<file path="src/rtl/writeback_arbiter.sv">
// Writeback arbiter: merges single-cycle ALU results with queued multdiv
// results into one registered register-file write port, squashes queued
// results overtaken by a younger ALU write, and answers hazard lookups.
module writeback_arbiter #(
  parameter int DEPTH = 4
) (
  input  logic        clock,
  input  logic        ctrl_reset,
  input  logic        alu_valid,
  input  logic [4:0]  alu_rd,
  input  logic [31:0] alu_data,
  input  logic        md_valid,
  input  logic [4:0]  md_rd,
  input  logic [31:0] md_data,
  output logic        md_ready,
  output logic        ctrl_writeEnable,
  output logic [4:0]  ctrl_writeReg,
  output logic [31:0] data_writeReg,
  input  logic [4:0]  query_reg,
  output logic        query_pending,
  output logic [31:0] query_data,
  output logic [3:0]  fifo_count
);
  localparam int         PW   = $clog2(DEPTH);
  localparam logic [3:0] FULL = 4'(DEPTH);

  // Occupied slots are exactly the valid ones or squashed ones; a popped
  // slot has its valid bit cleared so stale data never matches a query.
  logic [DEPTH-1:0] ent_valid;
  logic [4:0]       ent_rd   [DEPTH];
  logic [31:0]      ent_data [DEPTH];
  logic [PW-1:0]    head, tail;

  logic md_acc, sel_alu, sel_pop, sel_direct, push;

  // Handshake and output-stage source selection (ALU > FIFO head > direct md)
  always_comb begin
    md_ready   = fifo_count < FULL;
    md_acc     = md_valid && md_ready;
    sel_alu    = alu_valid && (alu_rd != 5'd0);
    sel_pop    = !sel_alu && (fifo_count != 4'd0);
    // !sel_pop already implies the FIFO is empty here
    sel_direct = !sel_alu && !sel_pop && md_acc && (md_rd != 5'd0);
    push       = md_acc && (md_rd != 5'd0) && !sel_direct;
  end

  // Output stage, valid bits, pointers and occupancy
  always_ff @(posedge clock or posedge ctrl_reset) begin
    if (ctrl_reset) begin
      ctrl_writeEnable <= 1'b0;
      ctrl_writeReg    <= 5'd0;
      data_writeReg    <= 32'd0;
      ent_valid        <= '0;
      head             <= '0;
      tail             <= '0;
      fifo_count       <= 4'd0;
    end else begin
      ctrl_writeEnable <= 1'b0;
      if (sel_alu) begin
        ctrl_writeEnable <= 1'b1;
        ctrl_writeReg    <= alu_rd;
        data_writeReg    <= alu_data;
      end else if (sel_pop) begin
        ctrl_writeEnable <= ent_valid[head];
        ctrl_writeReg    <= ent_rd[head];
        data_writeReg    <= ent_data[head];
      end else if (sel_direct) begin
        ctrl_writeEnable <= 1'b1;
        ctrl_writeReg    <= md_rd;
        data_writeReg    <= md_data;
      end
      // Squash older entries; the push below lands later so a same-cycle
      // entry keeps its valid bit.
      for (int i = 0; i < DEPTH; i++)
        if (sel_alu && ent_rd[i] == alu_rd) ent_valid[i] <= 1'b0;
      if (sel_pop) begin
        ent_valid[head] <= 1'b0;
        head            <= head + PW'(1);
      end
      if (push) begin
        ent_valid[tail] <= 1'b1;
        tail            <= tail + PW'(1);
      end
      fifo_count <= fifo_count + {3'b0, push} - {3'b0, sel_pop};
    end
  end

  // Entry payload storage; needs no reset since valid bits gate its use
  always_ff @(posedge clock) begin
    if (push) begin
      ent_rd[tail]   <= md_rd;
      ent_data[tail] <= md_data;
    end
  end

  // Hazard lookup: scan head to tail so the youngest valid match wins,
  // falling back to the output stage when no queued write matches
  always_comb begin
    logic [PW-1:0] idx;
    query_pending = 1'b0;
    query_data    = 32'd0;
    idx           = '0;
    if (query_reg != 5'd0) begin
      if (ctrl_writeEnable && ctrl_writeReg == query_reg) begin
        query_pending = 1'b1;
        query_data    = data_writeReg;
      end
      for (int k = 0; k < DEPTH; k++) begin
        idx = head + PW'(k);
        if (ent_valid[idx] && ent_rd[idx] == query_reg) begin
          query_pending = 1'b1;
          query_data    = ent_data[idx];
        end
      end
    end
  end

endmodule

</file>
<file path="config.mk">
export PLATFORM = sky130hd
export DESIGN_NAME = writeback_arbiter
export DESIGN_NICKNAME = d
export VERILOG_FILES = /design/src/rtl/writeback_arbiter.sv
export SDC_FILE = /design/constraint.sdc
export NUM_CORES = 1
export LEC_CHECK = 0
export ABC_AREA = 1
export BUFFER_PORTS_ARGS = -buffer_cell sky130_fd_sc_hd__buf_4
export CAP_MARGIN = 15
export CORE_MARGIN = 2
export CORE_UTILIZATION = 50
export DETAILED_ROUTE_END_ITERATION = 8
export GPL_ROUTABILITY_DRIVEN = 0
export MAX_ROUTING_LAYER = met4
export PLACE_DENSITY = 0.72
export SLEW_MARGIN = 5
export SYNTH_ARGS = -nofsm -noshare
export SYNTH_HDL_FRONTEND = slang
export SYNTH_SLANG_ARGS = --single-unit
</file>
<file path="constraint.sdc">
create_clock -name clock -period 3.3 [get_ports clock]
set_input_delay 0.165 -clock clock [delete_from_list [all_inputs] [get_ports clock]]
set_output_delay 0.165 -clock clock [all_outputs]
set_load 0.005 [all_outputs]
</file>
Word level (Yosys, flattened, before mapping)
Memories as Yosys holds them, arrays and structs flattened. Index checks and enable logic that the tools add are counted.

Flip-flop bits (word level): 50. Memory bits (writable): 148. Bits of input ports: 83. Output and inout port bits: 76. Word-level logic and storage cells: 103. Memories: 2.

Add/sub/neg operators: 6. $lt $le $gt $ge: 8. Eq/ne operators: 9. Mux-type cells: 41. Bitwise gates (word level): 3. Reduce and logical (&&, ||, !) cells: 27.

Memory list: ent_data (depth 4, bits a word 32, rd ports 4, clocked after Yosys merged registers in 0, write ports 1, line 31) `logic [31:0] ent_data [DEPTH];`; ent_rd (depth 4, bits a word 5, rd ports 8, clocked after Yosys merged registers in 0, write ports 1, line 30) `logic [4:0] ent_rd [DEPTH];`.

Operators with widths (number): 32-bit two-way mux (9); 5-bit == test (9); 1-bit two-way mux (21); 1-bit logical AND (19); 2-bit by 3-bit < comparator with 1-bit output, second input constant (5); 5-bit two-way mux (3); 5-bit nonzero test (3); 1-bit binary-select mux with 2-bit select (4); 4-bit two-way mux (2); 2-bit by 1-bit adder with 2-bit output, second input constant (2); 2-bit adder, second input constant (2); 4-bit by 1-bit adder with 4-bit output (1); 4-bit bitwise AND (1); 1-bit demux with 2-bit select (2); 2-bit by 1-bit >= comparator with 1-bit output, second input constant (2); 4-bit by 3-bit < comparator with 1-bit output, second input constant (1); 4-bit NOT (1); 4-bit OR (1); 4-bit nonzero test (1); 4-bit by 1-bit subtractor with 4-bit output (1); 1-bit zero test (3); 3-bit nonzero test (1).

Logic depth before layout (Yosys ltp)
Gate-level depths: netlist (run 1).

Depth in word-level cells: 12. Gate-level depth with buffers: 21. Mapped depth without buffers: 13.

Least setup slack after synthesis (run 1)
Ideal clock, no wire load.

Path kind: register -> register. Start point: register fifo_count[2]. End point: memory ent_data[0][0] (enable). Setup time: 0.431 ns. Arrival: 2.717 ns. Data required time: 2.869 ns. Slack: 0.152 ns. Cell stages (with the launch flop): 9. Path buffers: 1. Period minus slack after synthesis: 3.148 ns. Path through: dfrtp_1 -> inv_1 -> ha_1 -> nand2_1 -> nor2_1 -> nand2_1 -> nand4_1 -> clkbuf_1 -> nor2_1.

Elaborated cells on any way between the ends: 13. Those cells by class: order compare (1); mux (2); reduce/logical (10).

RTL lines: start, declared (line 22) `output logic [3:0] fifo_count`; start signal, assigned (line 84) `fifo_count <= fifo_count + {3'b0, push} - {3'b0, sel_pop};`; 4-bit by 3-bit < comparator with 1-bit output * (line 38) `md_ready = fifo_count < FULL;`; net md_ready (line 15) `output logic md_ready,`; 1-bit logical AND * (line 39) `md_acc = md_valid && md_ready;`; 1-bit logical AND (2 in series) (line 43) `sel_direct = !sel_alu && !sel_pop && md_acc && (md_rd != 5'd0);`; 1-bit zero test (line 44) `push = md_acc && (md_rd != 5'd0) && !sel_direct;`; 1-bit logical AND * (line 44); 1-bit two-way mux * (line 90) `if (push) begin`; 1-bit two-way mux (implied by the code) * (line 92) `ent_data[tail] <= md_data;`; end, declared (line 31).

Mark *: on every way through the listed nets, which the timed path passes. The rest lies on a longest branch.

Worst setup path after layout (run 1)
Start point: register head[0]. End point: output port query_data[23].

Longest elaborated chain between the ends: 8. Elaborated cells on any way between the ends: 26. Those cells by class: add/sub (3); eq/ne (4); mux (13); reduce/logical (4); memory (2).

RTL lines: start, declared (line 32) `logic [PW-1:0] head, tail;`; start signal, assigned (line 78) `head <= head + PW'(1);`; 2-bit by 1-bit adder with 2-bit output (tied with other cells) (line 109) `idx = head + PW'(k);`; memory read 4 x 5 bit (tied with other cells); 5-bit == test (tied with other cells) (line 110) `if (ent_valid[idx] && ent_rd[idx] == query_reg) begin`; 1-bit logical AND / 32-bit two-way mux (equally long branches) (line 110); 32-bit two-way mux (2 in series) (line 110); 32-bit two-way mux * (line 110); 32-bit two-way mux * (line 103) `if (query_reg != 5'd0) begin`; end, declared (line 21) `output logic [31:0] query_data,`.

Every way passes the cells marked *; elsewhere a longest branch is shown, timed or not. The select of a mux whose other input is x is not followed.

==> results of run 1 <==
registers in the layout, indices dropped and copies added, names as in the netlist:
signal and cells:
ctrl_writeEnable 1, tail 2, data_writeReg 32, ent_rd 20, fifo_count 4, head 2, ent_data 128, ent_valid 4
ctrl_writeReg 5
cells in the final DEF (no fill, tap or decap), drive strengths merged, types with 2 or more instances in the layout:
| cell | Yosys | routed |
|---|---|---|
| a21oi | 36 | 36 |
| a31oi | 6 | 6 |
| a41oi | 28 | 28 |
| buf | 70 | 198 |
| bufinv | 0 | 3 |
| clkbuf | 56 | 24 |
| clkinv | 0 | 4 |
| dfrtp | 50 | 50 |
| dlygate4sd3 | 0 | 42 |
| edfxtp | 148 | 148 |
| ha | 13 | 13 |
| inv | 132 | 138 |
| mux2i | 2 | 2 |
| nand2 | 661 | 661 |
| nand3 | 65 | 65 |
| nand3b | 3 | 3 |
| nand4 | 6 | 6 |
| nor2 | 190 | 190 |
| nor3 | 4 | 4 |
| o211ai | 2 | 2 |
| o21ai | 307 | 307 |
| o311ai | 3 | 3 |
| xnor2 | 17 | 17 |
| xor2 | 10 | 10 |
power by group:
part           leakage [nW]  total (W)  internal (W)  switching, W
clock network         0.307    0.00225       0.00124       0.00101
registers              1.94    0.00349       0.00316      0.000330
logic                  4.99    0.00757       0.00284       0.00472
total                  7.23     0.0133       0.00724       0.00607
repair_timing:
action                                  4_1_cts  5_1_grt
hold endpoints to repair                    170        0
resized for setup                             2       23
pin swaps                                     0        2
setup buffers                                 0        3
gates cloned                                  1        7
endpoints found under the setup margin       20       32
hold buffers                                 42        0
per-layer routing:
layer / vias up / share of wire / global-route usage
met5: - / 0 / -
met4: 0 / 0.030 / 0.105
met3: 83 / 0.090 / 0.0424
met2: 566 / 0.47 / 0.480
met1: 5972 / 0.41 / 0.377
li1: 6253 / - / -
cells by family after synthesis:
| logic type | share of synthesized area |
|---|---|
| and+or+nand+nor | 0.283 |
| AOI/OAI and AO/OA | 0.162 |
| muxes | 0.00154 |
| adders and majority gates | 0.0141 |
| buffers and inverters | 0.0824 |
| xor gates and xnor gates | 0.0182 |
| DFF | 0.439 |
area by class of cell:
cell class              count  area share
diodes                      1    0.000159
repair buffers            247       0.142
inverters                 132      0.0320
clock inverters            14      0.0117
clock buffers              18      0.0278
well taps                 330      0.0262
multi-input cells        1366       0.399
flip-flops and latches    198       0.361
worst register-to-register path, cell delays in order (launching register included):
cell	delay (ns)
dfrtp_1	0.41
inv_1	0.10
ha_1	0.23
nand2_1	0.07
nor2_1	0.20
nand2_1	0.14
nand4_1	0.09
buf_4	0.23
ha_1	0.27
inv_1	0.05
ha_1	0.16
inv_1	0.06
fa_1	0.40
xnor2_1	0.13
stage by stage:
stage                     hold slack [ns]   util  power, W
after global placement              0.257  0.569    0.0103
after detailed placement            0.257  0.569    0.0104
after CTS                         0.00171  0.612    0.0128
after floorplan                     0.264      -   0.00828
after global routing               0.0143  0.623    0.0143
final                              0.0180  0.623    0.0133
how the worst max path moves through the flow:
stage             startpoint             end  slack (ns)  cells past startpoint
3_3_place_gp         head[0]  query_data[10]        0.40                     12
6_report             head[0]  query_data[23]         0.1                     13
4_1_cts              head[0]  query_data[10]       0.005                     13
3_5_place_dp         head[0]  query_data[10]        0.34                     12
5_1_grt              head[0]  query_data[31]      -0.008                     13
2_1_floorplan  fifo_count[2]  ent_data[0][0]        0.15                      8
==> results.md, run 1 <==
* Number of global-route vias before repair at 11721
* Core area at 25300 um2
* Post-Syn Area at 13000 um2
* Iteration count of the initial detailed-routing pass at 6
* H-tree levels at 4
* Rel. slew slack at 0.425
* Top cell type's share of synthesized area at 0.343
* Area of the multi-input gates at 6290 um2
* Worst R2R Path Depth at 13
* Pre-CTS setup slack at 0.339 ns
* Clock slew seen by the registers of the worst setup and hold paths at 0.07 ns
* Status: finished, final reports clean
* Most numerous cell in the Yosys netlist: nand2_1
* Fill count at 2225
* Setup-failing EPs final at 0
* Critical path class: flop to output port
* Row count at 58
* Crit path capture type: output port
* DIE AREA at 27200 um2
* EDFF count, synth at 148
* Clock Sinks at 198
* Total Neg Setup Slack at 0 ns
* Final period util at 0.970
* VDD IR max at 0.000780 V
* Syn Nets at 1919
* Mean Syn Cell Area at 7.12 um2
* Remaining antenna violation count after routing at 0
* Slack of the critical path at 0.0978 ns
* Register area share after synthesis at 0.439
* Crit path buffers/inverters at 5
* Cell family with most CP delay: buffers and inverters
* Achievable Freq at 0.312 GHz
* Dpl cell area at 14400 um2
* Reg2Reg Launch Point: fifo_count[2]
* Via Count at 12874
* Clock latency on the worst-skew pair at 0.45 ns
* Unique masters post-synth at 43
* Drt wl/cell at 17.7 um
* Critical Path RT at 3.13 ns
* Slew @ Worst Pin at 0.860 ns
* Layout Skew at 0.0123 ns
* Synth warn at 0
* Clk buf depth at 2
* Hold Startpoint: alu_data[31]
* Dpl hpwl at 24600 um
* IO Port Bufs at 158
* FF-to-FF setup slack at 0.65 ns
* Max_cap viols at 0
* Register area at 5700 um2
* DRC at 0
* Fin area at 15800 um2
* Layout cells sized above 1 at 0.136
* Ranking of synthesized cells by area: edfxtp_1 (34%), nand2_1 (19%), o21ai_0 (10%)
* Post-Place Cells at 2220
* Syn Inst Count at 1822
* Synth area leader: edfxtp_1
* Initial core utilization at 0.512
* Layout area overhead at 21.7%
* Root Driver: clkbuf_16
* Slowest CP cell: dfrtp_4
* R2r endpoint: fifo_count[2]
* Initial antenna violation count at 1
* GRT Util Overall at 0.295
* #FFs+latches synth at 198
* CTS tree: done
* Static Leak at 7.23 nW
* Worst min-delay path class: input port to flop
* Asr flop ratio synth at 0.253
* Worst Hold Path EP: data_writeReg[31]
* IO Count at 159
* CP most frequent cell: nand3_1
* Num CTS Buffers at 17
* Total power divided by cell area at 843 nW/um2
* Worst EP arrival at 3.04 ns
* Critical-path cell list: inv_4 -> ha_1 -> buf_6 -> nand3_1 -> nand3_1 -> nand3_1 -> nor3b_2 -> nand3b_1 -> inv_4 -> buf_6 -> nor2_1 -> a21oi_1 -> buf_4
* Final cell count without fillers at 2306
* Post-synth top cells: nand2_1 (661), o21ai_0 (268), nor2_1 (189)
* Worst-path fanout max at 13
* Fin. Hold Viols at 0
* Top FF cell, synth: edfxtp_1
* Die height at 165 um
* Largest net degree at the start of global routing at 103
* Fin. max-slew vios at 0
* Unrepaired setup endpoints after global routing: yes
* First-pass GRT wire length at 60600 um
* Die W at 165 um
* Routed WL at 40700 um
* Hold Crit Depth at 3
* Critical Path Start Type: flop
* Crit path time final at 3.20 ns
* Max incr delay on CP at 0.49 ns
* DR iter-0 viols at 1150
* Nets at 2059
* DR vias/cell at 5.58
* Gr ovfl total at 0
No activity file was read; power rests on OpenSTA's default activity.
==> inputs of run 2 (changes only) <==
Settings changed: BUFFER_PORTS_ARGS -buffer_cell sky130_fd_sc_hd__buf_4 to -buffer_cell sky130_fd_sc_hd__buf_2.
==> run 2 against run 1 <==
- design area shrank 4.2%
- worst hold slack worse by 0.0096 ns
- register-to-register slack better by 0.23 ns
- core utilization is 2.6 points lower
- critical path depth grew 2
- combinational power decreased by 6.6%
- worst setup slack better by 0.075 ns
- die area unchanged
- critical path type unchanged
- critical endpoint is now query_data[24]
==> results.md, run 2 (synthesized netlist as in run 1, its figures left out) <==
* Initial antenna violation count at 0
* Layout area overhead at 16.6%
* Worst EP arrival at 2.96 ns
* ANT cells at 0
* Largest regs: ent_data: 128 flops, data_writeReg: 32 flops, ent_rd: 20 flops
* Remaining antenna violation count after routing at 0
* Final cell count without fillers at 2295
* Num CTS Buffers at 17
* Unrepaired setup endpoints after global routing: no
* Worst min-delay path class: input port to flop
* Critical path class: flop to output port
* Number of global-route vias before repair at 11741
* Slew @ Worst Pin at 0.840 ns
* Crit path time final at 3.13 ns
* Commonest cells after routing, fill and taps aside: nand2_1 (660), o21ai_0 (267), nor2_1 (183)
* Crit path capture type: output port
* Max_cap viols at 0
* Fin. Hold Viols at 0
* Row count at 58
* Max reg flops at 128
* Fill count at 2242
* Die W at 165 um
* Dpl hpwl at 24400 um
* Drt wl/cell at 16.9 um
* Nets at 2049
* DR vias/cell at 5.57
* Iteration count of the initial detailed-routing pass at 5
* Total Neg Setup Slack at 0 ns
* VDD IR max at 0.000728 V
* Initial core utilization at 0.512
* First-pass GRT wire length at 59700 um
* Hold Crit Depth at 3
* Register area at 5700 um2
* Pwr Total at 0.0126 W
* Largest net degree at the start of global routing at 193
* Total power divided by cell area at 835 nW/um2
* GRT Util Overall at 0.290
* Worst R2R Path Depth at 12
* Final core occ at 0.597
* Worst Hold Path EP: data_writeReg[10]
* Clock slew seen by the registers of the worst setup and hold paths at 0.08 ns
* DIE AREA at 27200 um2
* Final period util at 0.948
* Commonest non-fill, non-tap cell in the layout: nand2_1
* Clock Sinks at 198
* Status: finished, final reports clean
* R2r endpoint: fifo_count[2]
* IO Count at 159
* Hold Startpoint: alu_data[10]
* DRC at 0
* Root Driver: clkbuf_16
* DR iter-0 viols at 1289
* Biggest register: ent_data
* Gr ovfl total at 0
* CTS tree: done
* Worst-path fanout max at 23
* Area of the multi-input gates at 6260 um2
* Fin. max-slew vios at 0
* Achievable Freq at 0.320 GHz
* Critical Path RT at 3.13 ns
* Die height at 165 um
* Post-Place Cells at 2221
* Clock latency on the worst-skew pair at 0.45 ns
* Setup-failing EPs final at 0
* IO Port Bufs at 158
* Static Leak at 7.02 nW
* Clk buf depth at 2
* Reg2Reg Launch Point: fifo_count[2]
* Rel. slew slack at 0.439
* Routed WL at 38700 um
* Critical Path Start Type: flop
* Layout cells sized above 1 at 0.129
* Via Count at 12783
* H-tree levels at 4
* FF-to-FF setup slack at 0.88 ns
* Worst Hold Slack at 0.00835 ns
* Core area at 25300 um2
* Layout Skew at 0.0114 ns
[run 2: cell count changes in the layout (fill, tap and decap cells not counted), sizes merged, moves of 2 or more]
cell         previous run  this run
dlygate4sd3            42        38
bufinv                  3         0
buf                   198       196
clkbuf                 24        22
clkinv                  4         6
[run 2: report_power, final]
group | leakage, nW | internal (W) | switching [W] | total [W]
Sequential | 1.94 | 0.00316 | 0.000309 | 0.00347
Clock | 0.281 | 0.00103 | 0.00104 | 0.00207
Combinational | 4.80 | 0.00244 | 0.00464 | 0.00707
[run 2: repair_timing]
| action | CTS | global route |
|---|---|---|
| setup endpoints to repair | 0 | 32 |
| gates resized for setup | 0 | 14 |
| hold buffers | 38 | 0 |
| endpoints found under the hold margin | 162 | 0 |
| buffers inserted | 0 | 1 |
[run 2: final cells by class]
type	instances	share of cell area
clock buffers	19	0.0293
clock inverters	13	0.00877
inverters	132	0.0334
multi-input cells	1366	0.414
flip-flops and latches	198	0.377
well taps	330	0.0273
repair buffers	237	0.110
[run 2: worst max-delay path, stage by stage, from the launching register on]
cell and delay [ns]:
dfrtp_4 0.50, inv_4 0.14, buf_16 0.17, nand2_1 0.08, nand2_1 0.09, nand2_1 0.05
nand2_1 0.09, nor2_1 0.05, nor2_2 0.21, nand3_2 0.20, buf_4 0.19, or2_1 0.22
nand3_1 0.08, nand2_1 0.05, a21oi_1 0.22, buf_2 0.17
[run 2: how the worst max path moves through the flow]
| stage | startpoint | to | slack, ns | cells past startpoint |
|---|---|---|---|---|
| final | head[0] | query_data[24] | 0.17 | 15 |
| after global placement | head[0] | query_data[30] | 0.55 | 11 |
| after floorplan | fifo_count[2] | ent_data[0][0] | 0.15 | 8 |
| after CTS | head[0] | query_data[30] | 0.002 | 11 |
| after global routing | head[1] | query_data[3] | 0.01 | 14 |
| after detailed placement | head[0] | query_data[30] | 0.47 | 11 |
[run 2: per-layer routing]
layer	global-route usage	vias to the layer above	part of all wire
met1	0.373	5934	0.43
met3	0.0374	86	0.073
met2	0.469	540	0.47
met5	-	-	0
li1	-	6223	-
met4	0.109	0	0.027
[run 2: metrics by stage]
stage,cell area [um2],worst slack [ns]
finish,15100,0.173
detailed placement,14000,0.473
floorplan,13000,0.152
CTS,15000,0.00162
global placement,14000,0.547
global route,15100,0.0110
==> inputs of run 3 (changes only) <==
Settings changed: PLACE_DENSITY 0.72 to 0.7.
Clock period 3.3 ns to 3.6 ns, I/O delays scaled along.
==> run 3 against run 2 <==
- critical path depth down 6
- via count down 1.2%
- register-to-register slack worse by 0.17 ns
- total power down 10%
- die area unchanged
- worst setup slack better by 0.021 ns
- design area down 1.3%
- flip-flop and latch count unchanged
- clock skew up 0.0050 ns
- combinational power down 12%
==> results.md, run 3 (synthesized netlist as in run 1, its figures left out) <==
* Register area at 5700 um2
* Setup-failing EPs final at 0
* Root Driver: clkbuf_16
* Clk buf depth at 2
* Remaining antenna violation count after routing at 0
* Achievable Freq at 0.294 GHz
* Largest net degree at the start of global routing at 182
* Worst min-delay path class: input port to flop
* Clock latency on the worst-skew pair at 0.45 ns
* Layout cells sized above 1 at 0.123
* Iteration count of the initial detailed-routing pass at 6
* Biggest register: ent_data
* Static Leak at 6.93 nW
* Total power divided by cell area at 760 nW/um2
* Clock slew seen by the registers of the worst setup and hold paths at 0.07 ns
* Met3 usage at 0.0447
* Crit path capture type: output port
* Initial antenna violation count at 1
* DRC at 0
* Die height at 165 um
* DIE AREA at 27200 um2
* DR iter-0 viols at 941
* Nets at 2037
* Number of global-route vias before repair at 11580
* Critical path class: flop to output port
* Gr ovfl total at 0
* First-pass GRT wire length at 59800 um
* Num CTS Buffers at 17
* Initial core utilization at 0.512
* IO Count at 159
* Fill count at 2359
* Via Count at 12634
* Layout area overhead at 15.1%
* Critical Path Start Type: flop
* Largest regs: ent_data: 128 flops, data_writeReg: 32 flops, ent_rd: 20 flops
* GRT Util Overall at 0.293
* Pwr Total at 0.0113 W
* Area of the multi-input gates at 6240 um2
* Max_cap viols at 0
* Worst-path fanout max at 181
* VDD IR max at 0.000454 V
* H-tree levels at 4
* Crit path time final at 3.41 ns
* Dpl hpwl at 24600 um
* Post-CTS Setup Bufs at 0
* Routed WL at 38100 um
* Fin. Hold Viols at 0
* Rel. slew slack at 0.458
* Total Neg Setup Slack at 0 ns
* Die W at 165 um
* Layout Skew at 0.0164 ns
* Clock Sinks at 198
* Max reg flops at 128
* Drt wl/cell at 16.7 um
* Row count at 58
* Worst EP arrival at 3.23 ns
* Met2 GRT Util at 0.481
* IO Port Bufs at 158
* Commonest non-fill, non-tap cell in the layout: nand2_1
* Slew @ Worst Pin at 0.814 ns
* Fin. max-slew vios at 0
* Critical Path RT at 3.42 ns
* Met1 usage at 0.378
* Final period util at 0.946
* Status: finished, final reports clean
* Core area at 25300 um2
* Grt peak-use layer: met2
* CTS tree: done
* Commonest cells after routing, fill and taps aside: nand2_1 (660), o21ai_0 (268), nor2_1 (184)
* DR vias/cell at 5.53
* Unrepaired setup endpoints after global routing: no
run 3: repair_timing:
| action | CTS | global route |
|---|---|---|
| resized for setup | 0 | 3 |
| hold endpoints to repair | 141 | 0 |
| setup endpoints to repair | 0 | 2 |
| hold buffers | 34 | 0 |
run 3: final cells by class:
cell class,instances,area share
Sequential cell,198,0.382
Clock inverter,13,0.00956
Multi-Input combinational cell,1366,0.418
Inverter,132,0.0336
Tap cell,330,0.0277
Antenna cell,2,0.000335
Clock buffer,19,0.0297
Timing Repair Buffer,225,0.0991
run 3: routing by layer:
metal | up-vias | share of wire
met3 | 70 | 0.077
met1 | 5857 | 0.43
met2 | 511 | 0.48
met5 | - | 0
met4 | 0 | 0.022
li1 | 6196 | -
run 3: through the flow:
step	setup slack [ns]	hold WS (ns)	util	cells	area, um2
floorplan	0.442	0.279	-	1822	13000
global placement	0.766	0.296	0.552	2217	14000
detailed placement	0.697	0.304	0.552	2217	14000
CTS	0.222	0.00135	0.589	2283	14900
global route	0.0108	0.000818	0.589	2284	14900
finish	0.194	0.00660	0.589	2285	14900
run 3: path summary, 6_finish.rpt:
kind / to / slack (ns) / from / cells after the start
max: query_data[30] / 0.19 / head[0] / 9
min: data_writeReg[26] / 0.007 / alu_data[26] / 3
max reg2reg: ent_data[3][9] / 0.71 / fifo_count[2] / 9
min reg2reg: fifo_count[0] / 0.55 / fifo_count[0] / 1
max in group asynchronous: head[0] / 2.31 / ctrl_reset / 4
min in group asynchronous: data_writeReg[28] / 0.37 / ctrl_reset / 3
run 3: where the power goes:
part	switching [W]	total, W	internal, W	leakage (nW)
Combinational	0.00410	0.00619	0.00209	4.71
Sequential	0.000290	0.00318	0.00289	1.94
Clock	0.000915	0.00197	0.00105	0.280
Total	0.00530	0.0113	0.00604	6.93
run 3: critical path: stages, from the launching register on:
cell     delay, ns
dfrtp_4       0.42
buf_4         0.41
buf_12        0.56
o21ai_0       0.25
o21ai_0       0.33
nand4_1       0.20
nand2_1       0.11
nand2_1       0.06
a21oi_1       0.25
buf_2         0.17
